**src/rtl/multicycle_ctrl.sv**
```systemverilog
`timescale 1ns/1ps
`default_nettype none
// +--------------------------------------------------------------------------+
// | multicycle_ctrl: RV32I multi-cycle control FSM with instret and trap.    |
// | Revision: 1.0                                                            |
// +--------------------------------------------------------------------------+
module multicycle_ctrl #(
  parameter int CNT_W       = 32,
  parameter int MEM_TIMEOUT = 255
) (
  input  logic             clk,
  input  logic             rst,
  input  logic [6:0]       opcode,
  input  logic [2:0]       funct3,
  input  logic [6:0]       funct7,
  input  logic [4:0]       rd,
  input  logic             br_cond,
  output logic             imem_req,
  input  logic             imem_ack,
  output logic             ir_we,
  output logic [3:0]       alu_op,
  output logic             alu_src_b,
  output logic             dmem_req,
  output logic             dmem_we,
  input  logic             dmem_ack,
  output logic             rf_we,
  output logic [1:0]       wb_sel,
  output logic             pc_we,
  output logic [1:0]       pc_sel,
  output logic             retire,
  output logic [CNT_W-1:0] instret,
  output logic             trap,
  output logic [1:0]       trap_cause
);

  typedef enum logic [2:0] {
    S_IDLE   = 3'd0,
    S_FETCH  = 3'd1,
    S_DECODE = 3'd2,
    S_EXEC   = 3'd3,
    S_MEM    = 3'd4,
    S_WB     = 3'd5,
    S_HALT   = 3'd6
  } state_t;

  localparam logic [6:0] OP_R      = 7'b0110011;
  localparam logic [6:0] OP_I      = 7'b0010011;
  localparam logic [6:0] OP_LOAD   = 7'b0000011;
  localparam logic [6:0] OP_STORE  = 7'b0100011;
  localparam logic [6:0] OP_BRANCH = 7'b1100011;
  localparam logic [6:0] OP_JAL    = 7'b1101111;
  localparam logic [6:0] OP_JALR   = 7'b1100111;
  localparam logic [6:0] OP_LUI    = 7'b0110111;

  localparam logic [3:0] ALU_ADD  = 4'd0;
  localparam logic [3:0] ALU_SUB  = 4'd1;
  localparam logic [3:0] ALU_AND  = 4'd2;
  localparam logic [3:0] ALU_OR   = 4'd3;
  localparam logic [3:0] ALU_XOR  = 4'd4;
  localparam logic [3:0] ALU_SLL  = 4'd5;
  localparam logic [3:0] ALU_SRL  = 4'd6;
  localparam logic [3:0] ALU_SRA  = 4'd7;
  localparam logic [3:0] ALU_SLT  = 4'd8;
  localparam logic [3:0] ALU_SLTU = 4'd9;

  localparam logic [1:0] CAUSE_ILLEGAL = 2'd1;
  localparam logic [1:0] CAUSE_IMEM    = 2'd2;
  localparam logic [1:0] CAUSE_DMEM    = 2'd3;

  // Counter only needs to reach MEM_TIMEOUT-1: the last waiting cycle trips the trap.
  localparam int            TW      = (MEM_TIMEOUT < 2) ? 1 : $clog2(MEM_TIMEOUT);
  localparam logic [TW-1:0] TO_LAST = TW'((MEM_TIMEOUT > 0) ? MEM_TIMEOUT - 1 : 0);
  localparam bit            TO_EN   = (MEM_TIMEOUT > 0);

  state_t           r_state;
  state_t           w_state_next;
  logic [TW-1:0]    r_wait_cnt;
  logic [CNT_W-1:0] r_instret;
  logic             r_trap;
  logic [1:0]       r_trap_cause;
  logic             w_set_trap;
  logic [1:0]       w_cause_next;
  logic             w_timeout;
  logic             w_waiting;
  logic [3:0]       w_alu_fn;

  logic w_is_r, w_is_i, w_is_load, w_is_store, w_is_branch, w_is_jal, w_is_jalr, w_is_lui;
  logic w_legal;

  assign w_is_r      = (opcode == OP_R);
  assign w_is_i      = (opcode == OP_I);
  assign w_is_load   = (opcode == OP_LOAD);
  assign w_is_store  = (opcode == OP_STORE);
  assign w_is_branch = (opcode == OP_BRANCH);
  assign w_is_jal    = (opcode == OP_JAL);
  assign w_is_jalr   = (opcode == OP_JALR);
  assign w_is_lui    = (opcode == OP_LUI);
  assign w_legal     = w_is_r | w_is_i | w_is_load | w_is_store | w_is_branch
                     | w_is_jal | w_is_jalr;

  assign w_timeout = TO_EN && (r_wait_cnt == TO_LAST);
  assign w_waiting = ((r_state == S_FETCH) && !imem_ack) || ((r_state == S_MEM) && !dmem_ack);

  // Arithmetic/logic selection shared by register and immediate forms.
  always_comb begin
    w_alu_fn = ALU_ADD;
    case (funct3)
      3'b000:  w_alu_fn = (w_is_r && funct7[5]) ? ALU_SUB : ALU_ADD;
      3'b001:  w_alu_fn = ALU_SLL;
      3'b010:  w_alu_fn = ALU_SLT;
      3'b011:  w_alu_fn = ALU_SLTU;
      3'b100:  w_alu_fn = ALU_XOR;
      3'b101:  w_alu_fn = funct7[5] ? ALU_SRA : ALU_SRL;
      3'b110:  w_alu_fn = ALU_OR;
      default: w_alu_fn = ALU_AND;
    endcase
  end

  always_comb begin
    w_state_next = r_state;
    w_set_trap   = 1'b0;
    w_cause_next = 2'd0;
    imem_req     = 1'b0;
    ir_we        = 1'b0;
    alu_op       = ALU_ADD;
    alu_src_b    = 1'b0;
    dmem_req     = 1'b0;
    dmem_we      = 1'b0;
    rf_we        = 1'b0;
    wb_sel       = 2'd0;
    pc_we        = 1'b0;
    pc_sel       = 2'd0;
    retire       = 1'b0;
    case (r_state)
      S_IDLE: w_state_next = S_FETCH;
      S_FETCH: begin
        imem_req = 1'b1;
        if (imem_ack) begin
          ir_we        = 1'b1;
          w_state_next = S_DECODE;
        end else if (w_timeout) begin
          w_state_next = S_HALT;
          w_set_trap   = 1'b1;
          w_cause_next = CAUSE_IMEM;
        end
      end
      S_DECODE: begin
        if (w_is_lui) begin
          w_state_next = S_WB;
        end else if (w_legal) begin
          w_state_next = S_EXEC;
        end else begin
          w_state_next = S_HALT;
          w_set_trap   = 1'b1;
          w_cause_next = CAUSE_ILLEGAL;
        end
      end
      S_EXEC: begin
        alu_src_b = !(w_is_r || w_is_branch);
        if (w_is_r || w_is_i) begin
          alu_op = w_alu_fn;
        end else if (w_is_branch) begin
          alu_op = ALU_SUB;
        end
        if (w_is_branch) begin
          pc_we        = 1'b1;
          pc_sel       = br_cond ? 2'd1 : 2'd0;
          retire       = 1'b1;
          w_state_next = S_FETCH;
        end else if (w_is_load || w_is_store) begin
          w_state_next = S_MEM;
        end else begin
          w_state_next = S_WB;
        end
      end
      S_MEM: begin
        dmem_req = 1'b1;
        dmem_we  = w_is_store;
        if (dmem_ack) begin
          if (w_is_store) begin
            pc_we        = 1'b1;
            retire       = 1'b1;
            w_state_next = S_FETCH;
          end else begin
            w_state_next = S_WB;
          end
        end else if (w_timeout) begin
          w_state_next = S_HALT;
          w_set_trap   = 1'b1;
          w_cause_next = CAUSE_DMEM;
        end
      end
      S_WB: begin
        rf_we  = (rd != 5'd0);
        pc_we  = 1'b1;
        retire = 1'b1;
        if (w_is_load) begin
          wb_sel = 2'd1;
        end else if (w_is_jal || w_is_jalr) begin
          wb_sel = 2'd2;
        end else if (w_is_lui) begin
          wb_sel = 2'd3;
        end
        if (w_is_jal) begin
          pc_sel = 2'd1;
        end else if (w_is_jalr) begin
          pc_sel = 2'd2;
        end
        w_state_next = S_FETCH;
      end
      S_HALT: w_state_next = S_HALT;
      default: w_state_next = S_IDLE;
    endcase
  end

  always_ff @(posedge clk or posedge rst) begin
    if (rst) begin
      r_state      <= S_IDLE;
      r_wait_cnt   <= '0;
      r_instret    <= '0;
      r_trap       <= 1'b0;
      r_trap_cause <= 2'd0;
    end else begin
      r_state <= w_state_next;
      if (w_waiting && (w_state_next == r_state)) begin
        r_wait_cnt <= r_wait_cnt + 1'b1;
      end else begin
        r_wait_cnt <= '0;
      end
      if (retire) begin
        r_instret <= r_instret + 1'b1;
      end
      if (w_set_trap) begin
        r_trap       <= 1'b1;
        r_trap_cause <= w_cause_next;
      end
    end
  end

  assign instret    = r_instret;
  assign trap       = r_trap;
  assign trap_cause = r_trap_cause;

endmodule
`default_nettype wire

```
**config.mk**
```make
export PLATFORM = sky130hd
export DESIGN_NAME = multicycle_ctrl
export DESIGN_NICKNAME = d
export VERILOG_FILES = /design/src/rtl/multicycle_ctrl.sv
export SDC_FILE = /design/constraint.sdc
export NUM_CORES = 1
export LEC_CHECK = 0
export CAP_MARGIN = 40
export CELL_PAD_IN_SITES_DETAIL_PLACEMENT = 0
export CELL_PAD_IN_SITES_GLOBAL_PLACEMENT = 1
export CORE_AREA = 2 2 96 98
export DETAILED_ROUTE_END_ITERATION = 8
export DIE_AREA = 0 0 98 100
export PLACE_DENSITY = 0.8
export SLEW_MARGIN = 20
export SYNTH_ARGS = -nofsm -noshare
export SYNTH_HDL_FRONTEND = slang
export SYNTH_SLANG_ARGS = --single-unit
```
**constraint.sdc**
```tcl
create_clock -name clk -period 2.2 [get_ports clk]
set_input_delay 0.44 -clock clk [delete_from_list [all_inputs] [get_ports clk]]
set_output_delay 0.44 -clock clk [all_outputs]
set_load 0.02 [all_outputs]
```
# --- Word-level counts from Yosys, hierarchy flattened ---
# Index checks and enable logic that the tools add are counted.
word_totals:
  regBits: 46
  out_inout_bits: 51
  in_bits: 27
classes:
  bitwise: 6
  reduce_logical: 16
  n_mux: 49
  eq_ne: 22
  add_sub_neg: 2
op_table:
  columns: ["op", "count"]
  rows:
  - ["32-bit by 1-bit adder with 32-bit output, second input constant", 1]
  - ["4-bit one-hot mux with 7 select lines", 1]
  - ["1-bit 2-to-1 mux", 23]
  - ["7-bit by 6-bit equality test with 1-bit output, second input constant", 3]
  - ["7-bit equality test, second input constant", 3]
  - ["3-bit 2-to-1 mux", 7]
  - ["2-bit 2-to-1 mux", 10]
  - ["3-bit equality test, second input constant", 6]
  - ["3-bit one-hot mux with 6 select lines", 1]
  - ["3-bit by 2-bit equality test with 1-bit output, second input constant", 4]
  - ["8-bit by 1-bit adder with 8-bit output, second input constant", 1]
  - ["8-bit equality test, second input constant", 1]
  - ["4-bit 2-to-1 mux", 2]
  - ["8-bit 2-to-1 mux", 1]
  - ["7-bit by 2-bit equality test with 1-bit output, second input constant", 1]
  - ["7-bit by 5-bit equality test with 1-bit output, second input constant", 1]
  - ["3-bit by 1-bit equality test with 1-bit output, second input constant", 2]
  - ["3-bit zero test", 2]
  - ["1-bit bitwise OR", 6]
  - ["1-bit one-hot mux with 3 select lines", 2]
  - ["2-bit one-hot mux with 3 select lines", 1]
  - ["1-bit logical OR", 5]
  - ["5-bit nonzero test", 1]
  - ["1-bit logical AND", 4]
  - ["4 further kinds", 6]

# --- Depth between registers and ports, before layout ---
logic_depth:
  depth_word: 13
  mapped_depth: 8

# --- Least setup slack after synthesis ---
# OpenSTA, ideal clock, no wires.
synth_timing:
  path_kind: "input -> output"
  startpoint: "in opcode[4]"
  endpoint: "out retire"
  t_arrival_ps: 1879
  slack_ps: -119
  stages: 7
  t_required_ps: 1760
  cell_sequence: "buf_2 > nand3b_1 > or3_1 > and3_1 > buf_6 > inv_1 > buf_4"
synth_via:
  elab_chain_cells: 4
  word_cells_on_any_way: 6
synth_rtl:
  columns: ["element", "line_no", "source"]
  rows:
  - ["start, declared", "13", "input logic [6:0] opcode,"]
  - ["7-bit by 6-bit equality test with 1-bit output", "93", "assign w_is_store = (opcode == OP_STORE);"]
  - ["1-bit 2-to-1 mux (2 in series)", null, null]
  - ["1-bit one-hot mux with 3 select lines (*)", null, null]
  - ["end, declared", "30", "output logic retire,"]
# Every way passes the cells marked *; elsewhere a longest branch is shown, timed or not.

# --- Worst setup path after layout ---
layout_timing:
  startpoint: "in opcode[1]"
  endpoint: "out pc_we"
layout_via:
  elab_chain_cells: 4
  word_cells_on_any_way: 6
layout_rtl:
  columns: ["element", "line_no", "source"]
  rows:
  - ["7-bit by 6-bit equality test with 1-bit output", "93", null]
  - ["1-bit 2-to-1 mux", "180", "if (w_is_store) begin"]
  - ["1-bit 2-to-1 mux", "179", "if (dmem_ack) begin"]
  - ["1-bit one-hot mux with 3 select lines (*)", "134", "case (r_state)"]
  - ["end, declared", "28", "output logic pc_we,"]
# Marks and branches as above.

==> summary.md <==
| Metric | Value |
|---|---|
| H-tree depth | `2` |
| Pin count of the biggest net entering global routing | `20` |
| Detailed Routing Iterations Pass 1 | `4` |
| Final core occ | `43.1%` |
| Dominant cells by area after synthesis | `dfrtp_1 (45%), xor2_1 (7.8%), xnor2_1 (5.1%), nand3_1 (4.5%), nor2_1 (4.1%)` |
| Fmax | `between 400 and 500 MHz` |
| Worst-path maximum fanout | `3` |
| Register area share after synthesis | `44.6%` |
| Critical Path Slowest Stage Cell | `or4_4` |
| Normalized max-slew margin | `70.9%` |
| Port Buffers | `71` |
| CTS Buf Count | `5` |
| Synth warnings | `0` |
| Clock Pin Slew Worst Setup and Hold Paths | `90 ps` |
| Post-synth cell types | `46` |
| Setup violators final | `0` |
| WP data required | `~1800 ps` |
| Area growth, synth to finish | `48.6%` |
| Ant diodes | `0` |
| Status | `complete, no violations` |
| CTS sink count | `46` |
| Synth Cell Area | `2580 um^2` |
| Crit-path cells | `clkdlybuf4s15_1 -> nand4bb_4 -> or4_4 -> and3_4 -> clkinvlp_4 -> buf_6` |
| Syn Area/Cell | `9.92 um^2` |
| Total global routing overflow | `0` |
| Max Cap Viol | `0` |
| Vias | `2,285` |
| Share of the synthesized area in the top cell type | `between 40% and 50%` |
| Clock Skews | `between 9 and 10 ps` |
| Vias in the first global route | `2,313` |
| Die Span Y | `approximately 100 um` |
| Fin crit period | `2150 ps` |
| First-pass GRT wire length | `approximately 10 mm` |
| Crit start category | `primary input` |
| Ys async rst share | `between 90% and 100%` |
| R2R depth | `6` |
| DR vias/cell | `4.71` |
| Initial antenna violation count | `0` |
| Slew Limit Fails | `0` |
| Commonest non-fill, non-tap cell in the layout | `dfrtp_1` |
| Yosys top cell by area | `dfrtp_1` |
| Post-synth top flop | `dfrtp_1` |
| Core area | `a little under 9000 um^2` |
| Final WL | `between 6 and 7 mm` |
| Starting density of the core | `29.0%` |
| Tcrit/Tclk final | `97.5%` |
| CTS tree | `done` |
| Hold Vio Cnt, Final | `0` |
| Hold WC Path Type | `primary input to async pin` |
| Overall global routing resource usage | `12.9%` |
| Peak VDD IR | `0.375 mV` |
| Crit path largest cell delay | `500 ps` |
| Critical path class | `primary input to output pin` |
| Drt drc | `0` |
| Gate Count Post-Synth | `260` |
| HPWL after DPL | `between 4 and 5 mm` |
| Setup TNS | `0 ps` |
| # rows | `35` |
| EDFF count, synth | `0` |
| Critical Path Sink Type | `output pin` |
| RSZ-0062 raised after global routing | `yes` |
| Crit path DAT | `between 1500 and 2000 ps` |
| I/O Pins | `78` |
| Tot Pwr | `~2700 uW` |
| Clock latency on the worst-skew pair | `290 ps` |
| Root buf cell | `clkbuf_8` |
| Fin nets | `403` |
| WL per Instance | `~13 um` |
| Initial DRC Count | `72` |
| Antenna viol nets, final | `0` |
| Most frequent cells in the layout | `dfrtp_1 (46), buf_4 (44), clkdlybuf4s50_1 (43)` |
| Hold WS | `between 400 and 500 ps` |
| CTS Buffer Depth | `2` |
| Measured slew at the worst slew-check pin | `435 ps` |
| FF+latch count, synth | `46` |
| GPL Wtd Cong | `0.820` |
| Die Wd | `98 um` |
| Total die area | `9800 um^2` |
| LEAKAGE | `0.00161 uW` |
| Proportion of layout cells with a drive suffix above 1 | `26.5%` |
| PwrDens | `between 700 and 800 nW/um^2` |
| Syn Nets | `290` |
## registers in the layout, indices dropped and copies added, names as in the netlist
| register | count |
|---|---|
| r_state | 3 |
| trap | 1 |
| trap_cause | 2 |
| r_wait_cnt | 8 |
| instret | 32 |
## area by class of cell
type,count,area (um^2)
fillers,890,5060
multi-input cells,197,1400
flip-flops and latches,46,1150
repair buffers,114,993
well taps,111,139
clock buffers,6,72.6
clock inverters,2,37.5
inverters,9,37.5
## what timing repair did
| action | in CTS | in global routing |
|---|---|---|
| pin swaps | 3 | 5 |
| hold buffers | 0 | 0 |
| gates cloned | 0 | 0 |
| setup endpoints to repair | 30 | 17 |
| setup buffers | 0 | 0 |
| resized for setup | 73 | 27 |
## critical path: cells and delay by family
family	cells	cell delay, ps
buffers and inverters	3	420
AND/OR/NAND/NOR	3	830
## final timing paths
kind / from / to / slack (ps)
hold / removal: rst / instret[11]$_DFFE_PP0P_ / 450
min in group clk: instret[31]$_DFFE_PP0P_ / instret[31]$_DFFE_PP0P_ / 470
setup reg to reg: r_state[1]$_DFF_PP0_ / instret[8]$_DFFE_PP0P_ / 200
setup / recovery: opcode[1] / pc_we / 50
max in group asynchronous: rst / instret[31]$_DFFE_PP0P_ / 1250
hold reg to reg: instret[31]$_DFFE_PP0P_ / instret[31]$_DFFE_PP0P_ / 470
## synthesized netlist by cell type (2+ instances only)
library cell   n
a211oi_1       2
a21oi_1        3
a31oi_1        3
and3_1        10
buf_2          3
clkbuf_1       2
dfrtp_1       46
ha_1           3
inv_1          9
nand2_1       17
nand2b_1       6
nand3_1       23
nand3b_1       3
nand4_1        7
nor2_1        28
nor3_1         7
nor3_2         5
nor3b_1        6
nor4_1         3
nor4b_2        4
o21ai_0        6
o22ai_1        2
or2_2          3
xnor2_1       15
xor2_1        23
## through the flow
stage | setup slack, ps | instance area [um^2] | instances
finish | 54.3 | 3830 | 485
global route | -1.86 | 3830 | 485
CTS | -1.80 | 3820 | 485
detailed placement | -780 | 3710 | 477
global placement | -766 | 3710 | 477
floorplan | 19.3 | 2590 | 260
## logic make-up (layout without fill, tap and decap cells)
family	count (synthesis)	after routing	share of synthesized area, %
simple gates	132	132	30.9
flops	46	46	44.6
xor+xnor	38	38	12.9
compound gates	23	23	6.02
buf+inv	17	131	3.69
fa+ha+maj	3	3	1.46
mux	1	1	0.437
## metal layers
metal	track usage, %	vias up	wire [um]
met3	2.58	2	241
met1	16.0	1094	2790
li1	-	1147	-
met4	1.92	0	20
met5	0	-	0
met2	23.6	42	3190
## report_power, final
| part | internal [uW] | switching (uW) | total, uW |
|---|---|---|---|
| Sequential | 946 | 114 | 1060 |
| Clock | 339 | 283 | 622 |
| Combinational | 486 | 530 | 1020 |
| Total | 1770 | 927 | 2700 |
Power figures use the tool's default switching activity.
